==> config.mk <==
export PLATFORM = sky130hd
export DESIGN_NAME = apb_master_arbiter
export DESIGN_NICKNAME = d
export VERILOG_FILES = /design/src/rtl/apb_master_arbiter.sv
export SDC_FILE = /design/constraint.sdc
export NUM_CORES = 1
export LEC_CHECK = 0
export CORE_ASPECT_RATIO = 1.4
export CORE_MARGIN = 2
export CORE_UTILIZATION = 30
export CTS_CLUSTER_SIZE = 12
export DETAILED_ROUTE_END_ITERATION = 6
export PLACE_DENSITY = 0.74
export SLEW_MARGIN = 20
export SYNTH_ARGS = -nofsm -noshare
export SYNTH_HDL_FRONTEND = slang
export SYNTH_SLANG_ARGS = --single-unit
==> constraint.sdc <==
create_clock -name clk -period 2.8 [get_ports clk]
set_clock_uncertainty 0.1 [all_clocks]
set_input_delay 0.84 -clock clk [delete_from_list [all_inputs] [get_ports clk]]
set_output_delay 0.84 -clock clk [all_outputs]
set_load 0.005 [all_outputs]
==> src/rtl/apb_master_arbiter.sv <==
// Round-robin arbiter and sequencer sharing one APB master port among NREQ requesters.
// Decodes the slave select from addr[AW-1:AW-6], absorbs wait states and aborts hung slaves.
module apb_master_arbiter #(
  parameter int NREQ    = 2,
  parameter int AW      = 32,
  parameter int DW      = 32,
  parameter int TIMEOUT = 16
) (
  input  logic              clk,
  input  logic              hresetn,
  input  logic [NREQ-1:0]   i_req,
  input  logic [NREQ-1:0]   i_req_write,
  input  logic [NREQ*AW-1:0] i_req_addr,
  input  logic [NREQ*DW-1:0] i_req_wdata,
  output logic [NREQ-1:0]   o_done,
  output logic [DW-1:0]     o_rsp_rdata,
  output logic              o_rsp_err,
  output logic              o_busy,
  output logic [2:0]        o_psel,
  output logic              o_penable,
  output logic              o_pwrite,
  output logic [AW-1:0]     o_paddr,
  output logic [DW-1:0]     o_pwdata,
  input  logic [DW-1:0]     i_prdata,
  input  logic              i_pready,
  input  logic              i_pslverr
);

  localparam int GW = (NREQ > 2) ? 2 : 1;
  localparam int TW = $clog2(TIMEOUT);
  localparam logic [GW-1:0]   ONE_G     = GW'(1);
  localparam logic [GW-1:0]   LAST_G    = GW'(NREQ - 1);
  localparam logic [NREQ-1:0] ONE_N     = NREQ'(1);
  localparam logic [TW-1:0]   ONE_T     = TW'(1);
  localparam logic [TW-1:0]   TCNT_LAST = TW'(TIMEOUT - 1);

  typedef enum logic [1:0] {
    ST_IDLE   = 2'd0,
    ST_SETUP  = 2'd1,
    ST_ACCESS = 2'd2,
    ST_RESP   = 2'd3
  } state_t;

  state_t          r_state;
  state_t          w_state_n;
  logic [GW-1:0]   r_rr_ptr;
  logic [GW-1:0]   r_gnt;
  logic [TW-1:0]   r_tcnt;
  logic [2:0]      r_psel;
  logic            r_penable;
  logic            r_pwrite;
  logic [AW-1:0]   r_paddr;
  logic [DW-1:0]   r_pwdata;
  logic [NREQ-1:0] r_done;
  logic [DW-1:0]   r_rdata;
  logic            r_err;
  logic            r_busy;

  logic [GW-1:0]   w_gnt;
  logic [GW-1:0]   w_idx;
  logic            w_found;
  logic            w_any;
  logic [AW-1:0]   w_addr;
  logic [DW-1:0]   w_wdata;
  logic [2:0]      w_sel;
  logic            w_tmo;

  logic [GW-1:0]   w_rr_n;
  logic [GW-1:0]   w_gnt_n;
  logic [TW-1:0]   w_tcnt_n;
  logic [2:0]      w_psel_n;
  logic            w_penable_n;
  logic            w_pwrite_n;
  logic [AW-1:0]   w_paddr_n;
  logic [DW-1:0]   w_pwdata_n;
  logic [NREQ-1:0] w_done_n;
  logic [DW-1:0]   w_rdata_n;
  logic            w_err_n;
  logic            w_busy_n;

  assign w_any   = |i_req;
  assign w_addr  = i_req_addr[w_gnt*AW +: AW];
  assign w_wdata = i_req_wdata[w_gnt*DW +: DW];
  assign w_tmo   = (r_tcnt == TCNT_LAST);

  // Round-robin pick: first set request at or above r_rr_ptr, wrapping.
  always_comb begin
    w_gnt   = r_rr_ptr;
    w_idx   = r_rr_ptr;
    w_found = 1'b0;
    for (int k = 0; k < NREQ; k++) begin
      if (!w_found && i_req[w_idx]) begin
        w_found = 1'b1;
        w_gnt   = w_idx;
      end else begin
        w_found = w_found;
      end
      if (w_idx == LAST_G) begin
        w_idx = '0;
      end else begin
        w_idx = w_idx + ONE_G;
      end
    end
  end

  // Slave select decode from the top six address bits.
  always_comb begin
    case (w_addr[AW-1 -: 6])
      6'b100000: w_sel = 3'b001;
      6'b100001: w_sel = 3'b010;
      6'b100010: w_sel = 3'b100;
      default:   w_sel = 3'b000;
    endcase
  end

  // State register.
  always_ff @(posedge clk or negedge hresetn) begin
    if (!hresetn) begin
      r_state <= ST_IDLE;
    end else begin
      r_state <= w_state_n;
    end
  end

  // Next-state logic.
  always_comb begin
    w_state_n = r_state;
    case (r_state)
      ST_IDLE: begin
        if (w_any) begin
          w_state_n = (w_sel != 3'b000) ? ST_SETUP : ST_RESP;
        end else begin
          w_state_n = ST_IDLE;
        end
      end
      ST_SETUP:  w_state_n = ST_ACCESS;
      ST_ACCESS: begin
        if (i_pready || w_tmo) begin
          w_state_n = ST_RESP;
        end else begin
          w_state_n = ST_ACCESS;
        end
      end
      ST_RESP:   w_state_n = ST_IDLE;
      default:   w_state_n = ST_IDLE;
    endcase
  end

  // Next values of the registered outputs and arbitration state.
  always_comb begin
    w_rr_n      = r_rr_ptr;
    w_gnt_n     = r_gnt;
    w_tcnt_n    = r_tcnt;
    w_psel_n    = r_psel;
    w_penable_n = r_penable;
    w_pwrite_n  = r_pwrite;
    w_paddr_n   = r_paddr;
    w_pwdata_n  = r_pwdata;
    w_done_n    = '0;
    w_rdata_n   = r_rdata;
    w_err_n     = r_err;
    w_busy_n    = (w_state_n != ST_IDLE);
    case (r_state)
      ST_IDLE: begin
        if (w_any) begin
          w_gnt_n = w_gnt;
          // A decode error completes without touching the APB pins.
          if (w_sel != 3'b000) begin
            w_psel_n    = w_sel;
            w_penable_n = 1'b0;
            w_pwrite_n  = i_req_write[w_gnt];
            w_paddr_n   = w_addr;
            w_pwdata_n  = w_wdata;
          end else begin
            w_done_n  = ONE_N << w_gnt;
            w_rdata_n = '0;
            w_err_n   = 1'b1;
          end
        end else begin
          w_gnt_n = r_gnt;
        end
      end
      ST_SETUP: begin
        w_penable_n = 1'b1;
        w_tcnt_n    = '0;
      end
      ST_ACCESS: begin
        if (i_pready) begin
          w_psel_n    = 3'b000;
          w_penable_n = 1'b0;
          w_done_n    = ONE_N << r_gnt;
          w_rdata_n   = r_pwrite ? '0 : i_prdata;
          w_err_n     = i_pslverr;
        end else if (w_tmo) begin
          w_psel_n    = 3'b000;
          w_penable_n = 1'b0;
          w_done_n    = ONE_N << r_gnt;
          w_rdata_n   = '0;
          w_err_n     = 1'b1;
        end else begin
          w_tcnt_n = r_tcnt + ONE_T;
        end
      end
      ST_RESP: begin
        if (r_gnt == LAST_G) begin
          w_rr_n = '0;
        end else begin
          w_rr_n = r_gnt + ONE_G;
        end
      end
      default: begin
        w_psel_n    = 3'b000;
        w_penable_n = 1'b0;
      end
    endcase
  end

  // Output and datapath registers.
  always_ff @(posedge clk or negedge hresetn) begin
    if (!hresetn) begin
      r_rr_ptr  <= '0;
      r_gnt     <= '0;
      r_tcnt    <= '0;
      r_psel    <= 3'b000;
      r_penable <= 1'b0;
      r_pwrite  <= 1'b0;
      r_paddr   <= '0;
      r_pwdata  <= '0;
      r_done    <= '0;
      r_rdata   <= '0;
      r_err     <= 1'b0;
      r_busy    <= 1'b0;
    end else begin
      r_rr_ptr  <= w_rr_n;
      r_gnt     <= w_gnt_n;
      r_tcnt    <= w_tcnt_n;
      r_psel    <= w_psel_n;
      r_penable <= w_penable_n;
      r_pwrite  <= w_pwrite_n;
      r_paddr   <= w_paddr_n;
      r_pwdata  <= w_pwdata_n;
      r_done    <= w_done_n;
      r_rdata   <= w_rdata_n;
      r_err     <= w_err_n;
      r_busy    <= w_busy_n;
    end
  end

  assign o_done      = r_done;
  assign o_rsp_rdata = r_rdata;
  assign o_rsp_err   = r_err;
  assign o_busy      = r_busy;
  assign o_psel      = r_psel;
  assign o_penable   = r_penable;
  assign o_pwrite    = r_pwrite;
  assign o_paddr     = r_paddr;
  assign o_pwdata    = r_pwdata;

endmodule

==> reports/qor.txt <==
Cell Area, Synth: 5150 µm²
Port Buf Inserts: 272
Iteration-0 DRC Markers: 116
vias in the first global route: 4770
area of the multi-input gates: 2070 µm²
Max-Slew Margin vs Limit: 68.9%
post-synth top area share: 54.9%
TritonCTS Buffers: 17
CP max-delay cell: clkdlybuf4s50_1
DRC viols: 0
Placement Cell Area: 8350 µm²
synth top area cells: dfrtp_1 55%, mux2i_1 18%, nand2_1 7.6%
synth warn: 0
# fillers: 1495
Max H-tree Level: 4
CTS root buffer: clkbuf_16
post-CTS setup buffers: 0
flop-to-flop setup slack: 720 ps
met1 global-route usage: 17.6%
Fmax: 383 MHz
first-pass iteration count of the detailed router: 4
Synth Register Bits: 113
Overflow after GRT: 0
# clock sinks: 113
crit path DAT: 2790 ps
Yosys cell types: 37
Final Hold Fails: 0
Most Crowded Layer GR: met2
cell family with most CP delay: compound AO/OA/AOI/OAI gates
Worst Setup End Kind: flop
Vias: 4497
final setup fails: 0
RePlAce Congestion: 0.795
CORE AREA: 16800 µm²
non-filler cells in the finished layout: 1012
Place WS: -228 ps
drt wl/cell: 14.2 µm
post-cts sizing count: 0
drt total wl: 14.4 mm
Die Wd: 115 µm
Max-cap violations: 0
fin nets: 969
Vias/cell: 4.44
number of cells produced by synthesis: 500
Clock transition at path regs: 60 ps
Syn Nets: 673
post-route setup TNS: 0 ps
RSZ-0062 raised after global routing: false
LEAKAGE: 4.11 nW
# rows: 56
Worst EP required: 2980 ps
share of the yosys chip area belonging to registers: 54.9%
largest stage delay on the critical path: 480 ps
worst path cell trace: clkdlybuf4s50_1 > nor2_1 > o211ai_1 > a2bb2oi_1 > o211ai_1 > a211oi_1 > mux2_2
Worst Hold Class: input pin to async pin
CTS tree: built
maximum VDD drop: 610 µV
clk buf depth: 2
largest area contributor in the netlist: dfrtp_1
type of origin of the critical path: input pin
Clk Latency, worst-skew pair: 400 ps
setup ws final: 192 ps
crit path buf inv count: 1
Top cell by count, worst path: o211ai_1
hold_buf cts: 0
Detailed Place HPWL: 11.1 mm
antenna diode count: 0
GRT Overall Usage: 16.2%
fin util: 53.5%
Cells after DPL: 980
syn avg cell area: 10.3 µm²
DRT antenna net count: 0
share of cells above drive strength 1: 8.90%
first-pass GRT wire length: 23.5 mm
status: completed
Slew @ Worst Pin: 467 ps
Power per Cell Area: 937 nW/µm²
met3 Resource Use GR: 5.63%
die area: 18300 µm²
crit path kind: input pin to flop
Die Ht: 159 µm
critical-path maximum fanout: 5
Tcrit/Tclk final: 93.1%
IO Count: 273
largest net degree at the start of global routing: 47
met2 usage: 29.2%
Layout area overhead: 74.5%
Starting Density: 30.7%
fin. max-slew vios: 0
antenna violations before repair: 0
storage element area: 2830 µm²
fin crit period: 2610 ps
Final Instance Area: 9000 µm²
cell usage after synthesis:
library cell and instances:
dfrtp_1 113, nand2_1 105, mux2i_1 93, o21ai_0 57, inv_1 40, clkbuf_1 17, o21ai_1 15, nor2_1 9
buf_2 5, ha_1 5, and2_1 4, buf_4 3, nand2b_1 3, a21oi_1 2, a32o_1 2, mux2_2 2
nand3_1 2, nor3_1 2, nor3b_1 2, o211ai_1 2, a211oi_1 1, a21bo_2 1, a21boi_0 1, a21boi_2 1
a2bb2oi_1 1, a31oi_1 1, and3_1 1, buf_1 1, mux2i_2 1, nand2_2 1, nand3b_1 1, nand4_1 1
nor2_4 1, nor2b_1 1, o211ai_2 1, o22ai_1 1, or2_1 1
sequential cells by signal, summed over array words and instances (netlist names):
name / cells
r_gnt: 1
o_rsp_rdata: 32
o_busy: 1
o_paddr: 32
o_pwrite: 1
o_rsp_err: 1
r_tcnt: 4
o_pwdata: 32
r_rr_ptr: 1
o_done: 2
o_psel: 3
o_penable: 1
r_state: 2
worst paths after layout:
path	end	startpoint	cells past startpoint
hold / removal	o_paddr[16]$_DFFE_PN0P_	hresetn	1
max in group asynchronous	o_paddr[29]$_DFFE_PN0P_	hresetn	2
setup / recovery	o_penable$_DFFE_PN0P_	i_req[1]	7
min in group clk	o_paddr[31]$_DFFE_PN0P_	o_paddr[31]$_DFFE_PN0P_	1
hold reg to reg	o_paddr[31]$_DFFE_PN0P_	o_paddr[31]$_DFFE_PN0P_	1
setup reg to reg	o_penable$_DFFE_PN0P_	r_rr_ptr$_DFFE_PN0N_	6
worst reg2reg max path, cell delays in order, from the launching register on:
cell       delay (ps)
dfrtp_1           430
nor2_1            280
o211ai_1          150
a2bb2oi_1         230
o211ai_1          160
a211oi_1          270
mux2_2            360
through the flow:
step	power (mW)	hold slack, ps
3_3_place_gp	6.05	355
5_1_grt	8.99	309
2_1_floorplan	4.11	357
4_1_cts	8.56	289
6_report	8.43	292
3_5_place_dp	6.12	352
cell type report:
| cell class | instances | area share, % |
|---|---|---|
| tap | 203 | 2.82 |
| timing repair buffer | 303 | 33.8 |
| sequential | 113 | 31.4 |
| multi-input combinational | 321 | 23.0 |
| inverter | 40 | 1.67 |
| clock inverter | 13 | 2.32 |
| clock buffer | 19 | 4.92 |
routing by layer:
| layer | part of all wire, % | vias up |
|---|---|---|
| li1 | - | 2261 |
| met1 | 38 | 2029 |
| met2 | 52 | 186 |
| met3 | 8.1 | 21 |
| met4 | 2.2 | 0 |
| met5 | 0 | - |
cell usage in the layout (no fill, tap or decap), types with 3 or more instances in the layout:
cell,instances
and2_1,4
buf_12,7
buf_4,25
bufinv_16,5
clkbuf_16,17
clkdlybuf4s50_1,271
clkinvlp_4,3
dfrtp_1,113
ha_1,5
inv_1,40
mux2i_1,93
nand2_1,105
nand2b_1,3
nor2_1,8
o21ai_0,57
o21ai_1,15
power by group:
group          switching [mW]  total, mW  internal (mW)
registers               0.356       2.65           2.29
logic                    1.38       3.39           2.01
clock network           0.785       2.39           1.61
total                    2.52       8.43           5.91
logic make-up after synthesis:
group,share of synthesized area [%]
and+or+nand+nor,10.8
DFF,54.9
muxes,18.8
AOI/OAI and AO/OA,9.22
buffers and inverters,5.15
adders and majority gates,1.21
Power figures use the tool's default switching activity.
